<file path="config.mk">
export PLATFORM = sky130hd
export DESIGN_NAME = pipeline_hazard_ctrl
export DESIGN_NICKNAME = d
export VERILOG_FILES = /design/src/rtl/pipeline_hazard_ctrl.sv
export SDC_FILE = /design/constraint.sdc
export NUM_CORES = 1
export LEC_CHECK = 0
export BUFFER_PORTS_ARGS = -buffer_cell sky130_fd_sc_hd__buf_2
export CORE_AREA = 3 3 68 77
export CTS_CLUSTER_DIAMETER = 80
export DETAILED_ROUTE_END_ITERATION = 6
export DIE_AREA = 0 0 71 80
export GPL_TIMING_DRIVEN = 1
export PLACE_DENSITY = 0.8
export REMOVE_ABC_BUFFERS = 1
export SLEW_MARGIN = 15
export SYNTH_ARGS = -nofsm -noshare
export SYNTH_HDL_FRONTEND = slang
export SYNTH_SLANG_ARGS = --single-unit
export TNS_END_PERCENT = 20
</file>
<file path="constraint.sdc">
create_clock -name clk -period 2.08 [get_ports clk]
set_clock_uncertainty 0.05 [all_clocks]
set_input_delay 0 -clock clk [delete_from_list [all_inputs] [get_ports clk]]
set_output_delay 0 -clock clk [all_outputs]
set_load 0.02 [all_outputs]
</file>
<file path="src/rtl/pipeline_hazard_ctrl.sv">
// -----------------------------------------------------------------------------
// pipeline_hazard_ctrl
//
// Hazard and forwarding controller for the 5-stage pipelined ARM datapath.
// Produces the Fetch/Decode stall and Decode/Execute flush controls together
// with the Execute-stage operand forwarding selects. The controller works from
// the register-address and control tags that travel down the pipeline.
//
// Parameters
//   RA_W       register address width
//   LU_BUBBLES bubbles inserted on a load-use hazard (1..3)
//   FWD_EN     1 = forwarding enabled, 0 = every RAW hazard resolved by stall
//   CNT_W      performance counter width
//
// Ports
//   clk, reset                 clock, asynchronous active-high reset
//   RA1D, RA2D                 Decode source registers
//   RA1E, RA2E                 Execute source registers
//   WA3E, WA3M, WA3W           destination registers in E / M / W
//   RegWriteE/M/W              register write enables per stage
//   LoadE                      Execute instruction reads data memory
//   PCSrcD/E/M/W               instruction in that stage writes R15
//   BranchTakenE               branch resolved taken in Execute
//   perf_clr                   synchronous clear of both perf counters
//   StallF, StallD             hold Fetch / Decode pipeline register
//   FlushD, FlushE             clear Decode / Execute pipeline register
//   ForwardAE, ForwardBE       00 = regfile, 01 = ResultW, 10 = ALUResultM
//   lu_busy                    multi-cycle load-use sequence in progress
//   stall_cnt, flush_cnt       saturating StallF / BranchTakenE cycle counts
// -----------------------------------------------------------------------------
module pipeline_hazard_ctrl #(
  parameter int RA_W       = 4,
  parameter int LU_BUBBLES = 1,
  parameter int FWD_EN     = 1,
  parameter int CNT_W      = 16
) (
  input  logic             clk,
  input  logic             reset,
  input  logic [RA_W-1:0]  RA1D,
  input  logic [RA_W-1:0]  RA2D,
  input  logic [RA_W-1:0]  RA1E,
  input  logic [RA_W-1:0]  RA2E,
  input  logic [RA_W-1:0]  WA3E,
  input  logic [RA_W-1:0]  WA3M,
  input  logic [RA_W-1:0]  WA3W,
  input  logic             RegWriteE,
  input  logic             RegWriteM,
  input  logic             RegWriteW,
  input  logic             LoadE,
  input  logic             PCSrcD,
  input  logic             PCSrcE,
  input  logic             PCSrcM,
  input  logic             PCSrcW,
  input  logic             BranchTakenE,
  input  logic             perf_clr,
  output logic             StallF,
  output logic             StallD,
  output logic             FlushD,
  output logic             FlushE,
  output logic [1:0]       ForwardAE,
  output logic [1:0]       ForwardBE,
  output logic             lu_busy,
  output logic [CNT_W-1:0] stall_cnt,
  output logic [CNT_W-1:0] flush_cnt
);

  // R15 is the PC; it is never forwarded and never creates a RAW hazard.
  localparam logic [RA_W-1:0] PC_REG    = RA_W'(15);
  localparam bit              FWD_ON    = (FWD_EN != 0);
  localparam bit              MULTI_LU  = (LU_BUBBLES > 1);
  localparam logic [1:0]      LU_LOAD   = 2'(LU_BUBBLES - 1);

  localparam logic [1:0] SEL_RF = 2'b00;
  localparam logic [1:0] SEL_W  = 2'b01;
  localparam logic [1:0] SEL_M  = 2'b10;

  typedef enum logic {
    IDLE = 1'b0,
    LU   = 1'b1
  } lu_state_t;

  lu_state_t  state_reg, state_next;
  logic [1:0] cnt_reg, cnt_next;
  logic [CNT_W-1:0] stall_cnt_reg, flush_cnt_reg;

  // ---------------------------------------------------------------------------
  // Forwarding selects, one per Execute operand side (0 = A, 1 = B)
  // ---------------------------------------------------------------------------
  logic [RA_W-1:0] ra_e [2];
  logic [1:0]      fwd_sel [2];

  assign ra_e[0] = RA1E;
  assign ra_e[1] = RA2E;

  genvar gi;
  generate
    for (gi = 0; gi < 2; gi++) begin : g_fwd
      always_comb begin
        fwd_sel[gi] = SEL_RF;
        if (FWD_ON && (ra_e[gi] != PC_REG)) begin
          // Memory stage holds the younger result, so it wins over Writeback.
          if (RegWriteM && (WA3M == ra_e[gi]))
            fwd_sel[gi] = SEL_M;
          else if (RegWriteW && (WA3W == ra_e[gi]))
            fwd_sel[gi] = SEL_W;
        end
      end
    end
  endgenerate

  assign ForwardAE = fwd_sel[0];
  assign ForwardBE = fwd_sel[1];

  // ---------------------------------------------------------------------------
  // Hazard detection
  // ---------------------------------------------------------------------------
  logic [RA_W-1:0] ra_d [2];
  logic [1:0]      raw_src;
  logic            ldr_hit;
  logic            raw_hit;
  logic            hazard;
  logic            pc_pend;
  logic            lu_stall;

  assign ra_d[0] = RA1D;
  assign ra_d[1] = RA2D;

  assign ldr_hit = LoadE & RegWriteE & ((WA3E == RA1D) | (WA3E == RA2D));

  // Without forwarding any in-flight writer of a Decode source must drain
  // before the instruction may leave Decode.
  generate
    for (gi = 0; gi < 2; gi++) begin : g_raw
      assign raw_src[gi] = (ra_d[gi] != PC_REG) &
                           ((RegWriteE & (WA3E == ra_d[gi])) |
                            (RegWriteM & (WA3M == ra_d[gi])) |
                            (RegWriteW & (WA3W == ra_d[gi])));
    end
  endgenerate

  assign raw_hit = |raw_src;
  assign hazard  = FWD_ON ? ldr_hit : raw_hit;
  assign pc_pend = PCSrcD | PCSrcE | PCSrcM;

  // ---------------------------------------------------------------------------
  // Load-use sequencer. The first bubble comes straight from the hazard in
  // IDLE; LU only covers the additional bubbles for slower data memories.
  // ---------------------------------------------------------------------------
  always_ff @(posedge clk or posedge reset) begin
    if (reset) begin
      state_reg <= IDLE;
      cnt_reg   <= 2'd0;
    end else begin
      state_reg <= state_next;
      cnt_reg   <= cnt_next;
    end
  end

  always_comb begin
    state_next = state_reg;
    cnt_next   = cnt_reg;
    case (state_reg)
      IDLE: begin
        // The counted sequence only exists with forwarding; the stall-only
        // mode is purely combinational.
        if (FWD_ON && MULTI_LU && ldr_hit && !BranchTakenE) begin
          state_next = LU;
          cnt_next   = LU_LOAD;
        end
      end
      LU: begin
        cnt_next = cnt_reg - 2'd1;
        // A taken branch kills the Decode instruction, so the remaining
        // bubbles are pointless.
        if ((cnt_reg == 2'd1) || BranchTakenE) begin
          state_next = IDLE;
          cnt_next   = 2'd0;
        end
      end
      default: begin
        state_next = IDLE;
        cnt_next   = 2'd0;
      end
    endcase
  end

  assign lu_stall = ((state_reg == IDLE) & hazard) | (state_reg == LU);
  assign lu_busy  = (state_reg == LU);

  // ---------------------------------------------------------------------------
  // Pipeline controls. A taken branch overrides the Decode hold: that
  // instruction is wrong-path and gets flushed instead.
  // ---------------------------------------------------------------------------
  assign StallF = lu_stall | pc_pend;
  assign StallD = lu_stall & ~BranchTakenE;
  assign FlushD = pc_pend | PCSrcW | BranchTakenE;
  assign FlushE = lu_stall | BranchTakenE;

  // ---------------------------------------------------------------------------
  // Saturating performance counters; clear beats increment.
  // ---------------------------------------------------------------------------
  always_ff @(posedge clk or posedge reset) begin
    if (reset) begin
      stall_cnt_reg <= '0;
      flush_cnt_reg <= '0;
    end else if (perf_clr) begin
      stall_cnt_reg <= '0;
      flush_cnt_reg <= '0;
    end else begin
      if (StallF && (stall_cnt_reg != {CNT_W{1'b1}}))
        stall_cnt_reg <= stall_cnt_reg + 1'b1;
      if (BranchTakenE && (flush_cnt_reg != {CNT_W{1'b1}}))
        flush_cnt_reg <= flush_cnt_reg + 1'b1;
    end
  end

  assign stall_cnt = stall_cnt_reg;
  assign flush_cnt = flush_cnt_reg;

endmodule

</file>
==> impl_metrics.env, run 1 <==
export IMPL_outcome="completed"
export IMPL_rsz0062_at_grt="false"
export IMPL_worst_path_largest_cell_delay_ns=0.44
export IMPL_vdd_drop_max_v=0.000468
export IMPL_fp_dieArea_um2=5680
export IMPL_worst_setup_path_type="flop to flop"
export IMPL_drive_above_1_share_pct=33.1
export IMPL_fin_crit_sh_pct=91.0
export IMPL_fp_row_count=26
export IMPL_max_cap_viol_count=0
export IMPL_p_per_area_nw_per_um2=521
export IMPL_core_area_um2=4550
export IMPL_synth_edf_count=0
export IMPL_synth_seq_cells=35
export IMPL_endpoint="flush_cnt[10]$_DFFE_PP0P_"
export IMPL_slowest_stage="dfrtp_1"
export IMPL_critPathBufInv=0
export IMPL_min_period_ns=1.89
export IMPL_cp_max_fo=6
export IMPL_cts_tree="built"
export IMPL_path_cells="and4_1 -> and3_1 -> a31oi_1 -> nand3_1 -> xor2_1 -> nor2_1"
export IMPL_hold_ws_ns=0.149
export IMPL_fp_dieW_um=71
export IMPL_clockRootBuffer="clkbuf_8"
export IMPL_r2r_start="flush_cnt[4]$_DFFE_PP0P_"
export IMPL_drt_total_wl_mm=5.51
export IMPL_ys_warn_count=0
export IMPL_reg2reg_depth=6
export IMPL_vias=2109
export IMPL_place_hpwl_mm=4.10
export IMPL_drtPass1Iterations=4
export IMPL_clk_insertion_delay_late_ns=0.29
export IMPL_first_iter_violations=101
export IMPL_fmax_mhz=528
export IMPL_hold_viol_final=0
export IMPL_cts_buffer_depth=2
export IMPL_die_h_um=80
export IMPL_crit_arrival_ns=1.99
export IMPL_synth_seq_area_share_pct=38.9
export IMPL_routedWlPerCell_um=14.4
export IMPL_final_util_pct=62.5
export IMPL_worstSetupStartpoint="flush_cnt[4]$_DFFE_PP0P_"
export IMPL_grt_max_degree=36
export IMPL_nNetsFinal=368
export IMPL_syn_inst=237
export IMPL_grt_pass1_vias=2058
export IMPL_ys_types=39
export IMPL_async_flop_share_pct=100
export IMPL_required_ns=2.17
export IMPL_overflow=0
export IMPL_finalMaxSlewViolations=0
export IMPL_finalSetupViolCount=0
export IMPL_cts_sinks=35
export IMPL_place_gp_congestion=0.927
export IMPL_crit_path_end_kind="flop"
export IMPL_worst_pin_slew_ns=0.568
export IMPL_dp_cells=372
export IMPL_netlist_area_um2=2250
export IMPL_grt_use_met3_pct=5.16
export IMPL_postSynth_topFlopCell="dfrtp_1"
export IMPL_critPathLaunchType="flop"
export IMPL_area_growth_pct=26.6
export IMPL_final_setup_tns_ns=0
export IMPL_avgSynthCellArea_um2=9.49
export IMPL_io_pins=81
export IMPL_antenna_found_initial=0
export IMPL_use_met1_pct=21.3
export IMPL_io_buffer_count=80
export IMPL_path_clk_slew_ns=0.08
export IMPL_fin_cells=382
export IMPL_viasPerCell=5.52
export IMPL_diodes=0
export IMPL_htree_levels=2
export IMPL_critical_path_depth=6
export IMPL_top_usage_layer="met2"
export IMPL_drc=0
export IMPL_hold_path_class="input pin to flop"
export IMPL_finalPower_mw=1.48
export IMPL_worstReg2RegEnd="flush_cnt[10]$_DFFE_PP0P_"
export IMPL_grt_use_total_pct=19.6
export IMPL_start_util_pct=49.4
export IMPL_leakage_nw=1.39
export IMPL_reg2reg_slack_ns=0.19
export IMPL_grt_pass1_wl_mm=8.96
export IMPL_use_met2_pct=35.9
export IMPL_relSlewSlack_pct=62.2
export IMPL_crit_family="simple AND/OR/NAND/NOR gates"
export IMPL_cts_buffers=5
export IMPL_ant_nets=0
## cells by family (layout without fill, tap and decap cells)
logic type,after synthesis,after routing,synth area share (%)
simple gates,108,108,26.0
xor+xnor,41,41,16.0
flops,35,35,38.9
compound gates,31,31,11.7
buf+inv,12,101,2.34
mux,7,7,3.39
fa+ha+maj,3,3,1.67
## cells in the mapped netlist, types with 2 or more instances
library cell | n | area share [%]
o31ai_1 | 2 | 0.67
a21oi_1 | 4 | 0.89
and3_1 | 7 | 1.9
a31oi_1 | 3 | 0.83
nor2b_1 | 4 | 1.1
nand3_1 | 19 | 4.2
clkbuf_1 | 5 | 0.83
a311oi_1 | 2 | 0.78
o21ai_0 | 6 | 1.3
nor4_2 | 2 | 1.1
nand3b_1 | 2 | 0.67
mux2_1 | 4 | 2.0
inv_1 | 6 | 1.0
nand2_1 | 12 | 2.0
and2_1 | 2 | 0.56
xnor2_1 | 15 | 5.8
a41oi_1 | 2 | 0.78
nor2_1 | 32 | 5.3
a211oi_2 | 7 | 3.9
nor3_1 | 10 | 2.2
dfrtp_1 | 35 | 39
xor2_1 | 26 | 10
nand4_1 | 9 | 2.5
and4_1 | 3 | 1.2
ha_1 | 3 | 1.7
mux2i_1 | 2 | 0.89
## cell usage in the layout, fill, tap and decap left out, types with 3 or more instances in the layout
cell type and count:
and4_1 3, and3_1 7, nor2b_1 4, nand2_1 12
nor2_1 32, nor3_1 10, xnor2_1 15, dfrtp_1 35
mux2_1 4, a21oi_1 4, buf_4 5, nand4_1 9
ha_1 3, clkbuf_8 7, nand3_1 19, o21ai_0 6
buf_2 80, a211oi_2 7, a31oi_1 3, xor2_1 26
inv_1 6
## timing repair
action | 4_1_cts | 5_1_grt
setup buffers | 0 | 0
endpoints found under the hold margin | 36 | 0
hold buffers | 2 | 0
resized for setup | 0 | 0
setup endpoints to repair | 0 | 0
## metal layers
metal  wire length [um]  vias to the layer above
li1                   -                     1021
met1               2200                      990
met2               2760                       83
met3                429                       15
met4                125                        0
met5                  0                        -
## where the power goes
part	internal [mW]	switching, mW	total, mW
registers	0.696	0.0163	0.712
clock network	0.302	0.241	0.544
logic	0.0961	0.132	0.228
## cell type report
| cell class | instances | area [um^2] |
|---|---|---|
| clock buffers | 8 | 100 |
| fillers | 394 | 1710 |
| inverters | 6 | 22.5 |
| multi-input cells | 190 | 1320 |
| flip-flops and latches | 35 | 876 |
| well taps | 56 | 70.1 |
| repair buffers | 87 | 458 |
## stage by stage
step / area [um^2] / setup slack, ns
floorplan: 2220 / 0.0972
finish: 2850 / 0.187
detailed placement: 2730 / 0.213
CTS: 2850 / 0.192
global route: 2850 / 0.0261
global placement: 2730 / 0.260
## worst min-delay path by stage
stage / depth (start not counted) / start / to
final: 2 / perf_clr / flush_cnt[13]$_DFFE_PP0P_
after global routing: 2 / perf_clr / flush_cnt[13]$_DFFE_PP0P_
after CTS: 2 / perf_clr / stall_cnt[6]$_DFFE_PP0P_
after detailed placement: 3 / reset / lu_busy$_DFF_PP0_
after global placement: 3 / reset / cnt_reg[0]$_DFFE_PP0P_
after floorplan: 1 / perf_clr / flush_cnt[5]$_DFFE_PP0P_
Power figures use the tool's default switching activity.
==> run 2, diff against run 1 <==
Clock period 2.08 ns to 1.97 ns, I/O delays scaled along.
==> impl_metrics.env, run 2 (synthesis gave the netlist of run 1 again) <==
export IMPL_path_clk_slew_ns=0.07
export IMPL_antenna_found_initial=0
export IMPL_top_layer="met4"
export IMPL_ant_nets=0
export IMPL_hold_depth=2
export IMPL_p_sw_share_pct=27.2
export IMPL_start_util_pct=49.4
export IMPL_rsz0062_at_grt="false"
export IMPL_whs_endpoint="stall_cnt[14]$_DFFE_PP0P_"
export IMPL_grt_pass1_vias=2072
export IMPL_drc=0
export IMPL_cts_tree="built"
export IMPL_dpl_cell_area_um2=2780
export IMPL_io_buffer_count=80
export IMPL_fmax_mhz=534
export IMPL_max_cap_viol_count=0
export IMPL_intPower_mw=1.09
export IMPL_layout_commonest_cell="buf_2"
export IMPL_overflow=0
export IMPL_critPathLaunchType="flop"
export IMPL_htree_levels=2
export IMPL_hold_viol_final=0
export IMPL_routedWlPerCell_um=14.2
export IMPL_wl_met3_um=479
export IMPL_final_cell_mix="buf_2 (80), dfrtp_1 (34), nor2_1 (32)"
export IMPL_clkPwrFrac_pct=33.1
export IMPL_relSlewSlack_pct=62.9
export IMPL_combPwrFrac_pct=17.0
export IMPL_pwr_share_seq_pct=49.9
export IMPL_drt_total_wl_mm=5.52
export IMPL_area_growth_pct=28.1
export IMPL_hold_ws_ns=0.145
export IMPL_place_gp_congestion=0.888
export IMPL_required_ns=2.08
export IMPL_p_per_area_nw_per_um2=520
export IMPL_min_period_ns=1.87
export IMPL_io_pins=81
export IMPL_switchingPower_mw=0.407
export IMPL_grt_use_total_pct=20.4
export IMPL_worst_pin_slew_ns=0.556
export IMPL_design_area_um2=2880
export IMPL_crit_path_end_kind="flop"
export IMPL_worst_setup_path_type="flop to flop"
export IMPL_fp_dieArea_um2=5680
export IMPL_grt_pass1_wl_mm=9.36
export IMPL_hold_path_class="input pin to flop"
export IMPL_core_area_um2=4550
export IMPL_reg2reg_slack_ns=0.1
export IMPL_dp_cells=379
export IMPL_diodes=0
export IMPL_fin_cells=389
export IMPL_fp_row_count=26
export IMPL_clk_insertion_delay_late_ns=0.28
export IMPL_dr_wl_met2_mm=2.78
export IMPL_drive_above_1_share_pct=34.5
export IMPL_vias=2143
export IMPL_cp_max_fo=8
export IMPL_reg2reg_depth=6
export IMPL_nNetsFinal=375
export IMPL_die_h_um=80
export IMPL_fin_crit_sh_pct=95.0
export IMPL_finalSetupViolCount=0
export IMPL_r2r_start="stall_cnt[9]$_DFFE_PP0P_"
export IMPL_met1_length_mm=2.13
export IMPL_finalMaxSlewViolations=0
export IMPL_fp_dieW_um=71
export IMPL_cts_sinks=35
export IMPL_grt_max_degree=36
export IMPL_outcome="completed"
export IMPL_cts_buffer_depth=2
export IMPL_place_hpwl_mm=4.15
export IMPL_vdd_drop_max_v=0.000395
export IMPL_hold_path_startpoint="perf_clr"
export IMPL_worstReg2RegEnd="stall_cnt[13]$_DFFE_PP0P_"
export IMPL_crit_arrival_ns=1.98
export IMPL_first_iter_violations=76
export IMPL_drtPass1Iterations=4
export IMPL_clockRootBuffer="clkbuf_8"
export IMPL_leakage_nw=1.42
export IMPL_viasPerCell=5.51
export IMPL_cts_buffers=5
## run 2: per-stage QoR
stage | setup TNS (ns) | utilization (%) | setup WS (ns) | power [mW]
global placement | 0 | 61.0 | 0.192 | 1.00
global route | 0 | 63.3 | 0.00155 | 1.58
CTS | 0 | 63.3 | 0.103 | 1.52
finish | 0 | 63.3 | 0.0984 | 1.50
detailed placement | 0 | 61.0 | 0.114 | 1.01
floorplan | -0.0273 | - | -0.0128 | 0.888
## run 2: routing by layer
layer	up-vias	global-route usage [%]
met4	0	6.95
met3	11	5.54
met2	91	36.4
met1	1004	23.3
li1	1037	-
met5	-	0
## run 2: power by group through the flow
stage,sequential (mW),combinational (mW),clock (mW)
6_report,0.748,0.254,0.496
2_1_floorplan,0.777,0.111,0
5_1_grt,0.750,0.287,0.544
3_5_place_dp,0.762,0.253,0
3_3_place_gp,0.760,0.244,0
4_1_cts,0.748,0.257,0.515
## run 2: final cells by class
cell class	instances	area, um^2
Clock buffer	7	76.3
Clock inverter	1	5.00
Fill cell	400	1670
Inverter	6	22.5
Multi-Input combinational cell	190	1320
Sequential cell	35	877
Tap cell	56	70.1
Timing Repair Buffer	94	510
## run 2: worst max-delay path: stages (launching register included)
cell     delay [ns]
dfrtp_2        0.40
and4_4         0.26
nand4_1        0.19
nor3_4         0.28
a21oi_4        0.09
nand4_1        0.14
mux2_1         0.34
## run 2: worst max-delay path by stage
stage / slack, ns / end / start
finish: 0.1 / stall_cnt[13]$_DFFE_PP0P_ / stall_cnt[9]$_DFFE_PP0P_
global route: 0.002 / flush_cnt[11]$_DFFE_PP0P_ / flush_cnt[5]$_DFFE_PP0P_
global placement: 0.19 / flush_cnt[10]$_DFFE_PP0P_ / flush_cnt[5]$_DFFE_PP0P_
detailed placement: 0.11 / stall_cnt[13]$_DFFE_PP0P_ / stall_cnt[9]$_DFFE_PP0P_
floorplan: -0.01 / stall_cnt[3]$_DFFE_PP0P_ / stall_cnt[0]$_DFFE_PP0P_
CTS: 0.10 / stall_cnt[13]$_DFFE_PP0P_ / stall_cnt[9]$_DFFE_PP0P_
## run 2: timing repair
item | in CTS | in global routing
hold buffers | 2 | 0
setup buffers | 0 | 0
setup endpoints to repair | 0 | 1
gates resized for setup | 0 | 1
endpoints found under the hold margin | 36 | 0
==> run 3, diff against run 2 <==
Settings changed: CTS_CLUSTER_SIZE set to 40, PLACE_DENSITY 0.8 to 0.76.
==> impl_metrics.env, run 3 (synthesis gave the netlist of run 1 again) <==
export IMPL_ant_nets=0
export IMPL_place_hpwl_mm=3.92
export IMPL_cts_sinks=35
export IMPL_worst_pin_slew_ns=0.630
export IMPL_hold_viol_final=0
export IMPL_worst_setup_path_type="flop to flop"
export IMPL_clockRootBuffer="clkbuf_8"
export IMPL_core_area_um2=4550
export IMPL_clk_insertion_delay_late_ns=0.29
export IMPL_crit_path_end_kind="flop"
export IMPL_vdd_drop_max_v=0.000524
export IMPL_rsz0062_at_grt="false"
export IMPL_grt_use_total_pct=18.4
export IMPL_multiInputGateArea_um2=1330
export IMPL_reg2reg_depth=6
export IMPL_r2r_start="stall_cnt[1]$_DFFE_PP0P_"
export IMPL_drc=0
export IMPL_whs_endpoint="stall_cnt[2]$_DFFE_PP0P_"
export IMPL_htree_levels=2
export IMPL_slowest_stage="dfrtp_2"
export IMPL_final_cell_mix="buf_2 (80), dfrtp_1 (34), nor2_1 (32)"
export IMPL_cts_tree="built"
export IMPL_postCtsSetupRepairBufs=0
export IMPL_crit_family="flip-flops"
export IMPL_hold_path_class="input pin to flop"
export IMPL_grt_max_degree=37
export IMPL_antenna_found_initial=0
export IMPL_fillCellCount=397
export IMPL_fp_dieArea_um2=5680
export IMPL_first_iter_violations=101
export IMPL_viasPerCell=5.35
export IMPL_leakage_nw=1.40
export IMPL_nNetsFinal=371
export IMPL_critPathLaunchType="flop"
export IMPL_hold_depth=5
export IMPL_max_cap_viol_count=0
export IMPL_p_per_area_nw_per_um2=546
export IMPL_finalSetupViolCount=0
export IMPL_die_h_um=80
export IMPL_start_util_pct=49.4
export IMPL_fp_dieW_um=71
export IMPL_path_clk_slew_ns=0.07
export IMPL_finalMaxSlewViolations=0
export IMPL_diodes=0
export IMPL_worst_path_largest_cell_delay_ns=0.44
export IMPL_relSlewSlack_pct=58.0
export IMPL_grt_use_met3_pct=6.05
export IMPL_cts_buffer_depth=2
export IMPL_outcome="completed"
export IMPL_critPathBufInv=0
export IMPL_reg2reg_slack_ns=0.13
export IMPL_crit_arrival_ns=1.97
export IMPL_grt_pass1_wl_mm=8.42
export IMPL_fmax_mhz=542
export IMPL_worstReg2RegEnd="stall_cnt[9]$_DFFE_PP0P_"
export IMPL_finalPower_mw=1.58
export IMPL_drtPass1Iterations=4
export IMPL_layout_commonest_cell="buf_2"
export IMPL_io_pins=81
export IMPL_required_ns=2.10
export IMPL_seq_area_um2=877
export IMPL_fp_row_count=26
export IMPL_cp_common_cell="nand3_1"
export IMPL_drive_above_1_share_pct=34.7
export IMPL_io_buffer_count=80
export IMPL_fin_crit_sh_pct=93.7
export IMPL_area_growth_pct=28.2
export IMPL_vias=2060
export IMPL_hold_path_startpoint="LoadE"
export IMPL_cts_buffers=5
export IMPL_routedWlPerCell_um=13.6
export IMPL_use_met2_pct=31.3
export IMPL_final_util_pct=63.3
export IMPL_grt_pass1_vias=1913
export IMPL_overflow=0
export IMPL_use_met1_pct=21.5
export IMPL_cp_max_fo=8
export IMPL_place_gp_congestion=0.878
export IMPL_path_cells="ha_1 -> nand3_1 -> nor3_4 -> a21oi_4 -> nand3_1 -> mux2_1"
export IMPL_min_period_ns=1.84
export IMPL_top_usage_layer="met2"
export IMPL_drt_total_wl_mm=5.26
## run 3: changes by cell type in the layout (fill, tap and decap cells not counted), sizes merged
cell    delta
buf        -4
clkbuf     +1
clkinv     -1
## run 3: final cells by class
class	count	area share [%]
multi-input combinational	190	46.2
sequential	35	30.4
timing repair buffer	90	16.7
clock buffer	8	3.47
tap	56	2.43
inverter	6	0.781
## run 3: worst max-delay path by stage
| stage | to | from | slack, ns | cells past startpoint |
|---|---|---|---|---|
| floorplan | stall_cnt[3]$_DFFE_PP0P_ | stall_cnt[0]$_DFFE_PP0P_ | -0.01 | 6 |
| finish | stall_cnt[9]$_DFFE_PP0P_ | stall_cnt[1]$_DFFE_PP0P_ | 0.13 | 6 |
| CTS | flush_cnt[6]$_DFFE_PP0P_ | flush_cnt[5]$_DFFE_PP0P_ | 0.08 | 6 |
| global placement | stall_cnt[13]$_DFFE_PP0P_ | stall_cnt[1]$_DFFE_PP0P_ | 0.14 | 6 |
| global route | flush_cnt[6]$_DFFE_PP0P_ | flush_cnt[5]$_DFFE_PP0P_ | 0.009 | 6 |
| detailed placement | flush_cnt[6]$_DFFE_PP0P_ | flush_cnt[5]$_DFFE_PP0P_ | 0.1 | 6 |
## run 3: worst min-delay path: stages
cell	delay (ns)
buf_2	0.10
o211ai_2	0.08
a21oi_4	0.10
nand3b_1	0.09
a21oi_1	0.06
## run 3: what timing repair did
action / 4_1_cts / 5_1_grt
hold buffers: 2 / 0
endpoints found under the hold margin: 36 / 0
resized for setup: 0 / 3
endpoints found under the setup margin: 0 / 9
## run 3: power breakdown
group	switching (mW)	internal [mW]	total, mW
clock	0.262	0.319	0.582
combinational	0.139	0.104	0.243
sequential	0.0159	0.735	0.751
total	0.417	1.16	1.58
## run 3: through the flow
step	instances	instance area [um^2]	TNS, ns	hold WS, ns	setup slack [ns]
2_1_floorplan	231	2220	-0.0273	0.0131	-0.0128
6_report	385	2880	0	0.142	0.125
5_1_grt	385	2880	0	0.136	0.00882
4_1_cts	385	2870	0	0.123	0.0755
3_5_place_dp	375	2750	0	0.0777	0.0994
3_3_place_gp	375	2750	0	0.0712	0.135
## run 3: layer usage
metal  vias to the layer above  wire [um]
met3                         6        387
met5                         -          0
met4                         0         46
met2                        62       2590
met1                       964       2230
li1                       1028          -
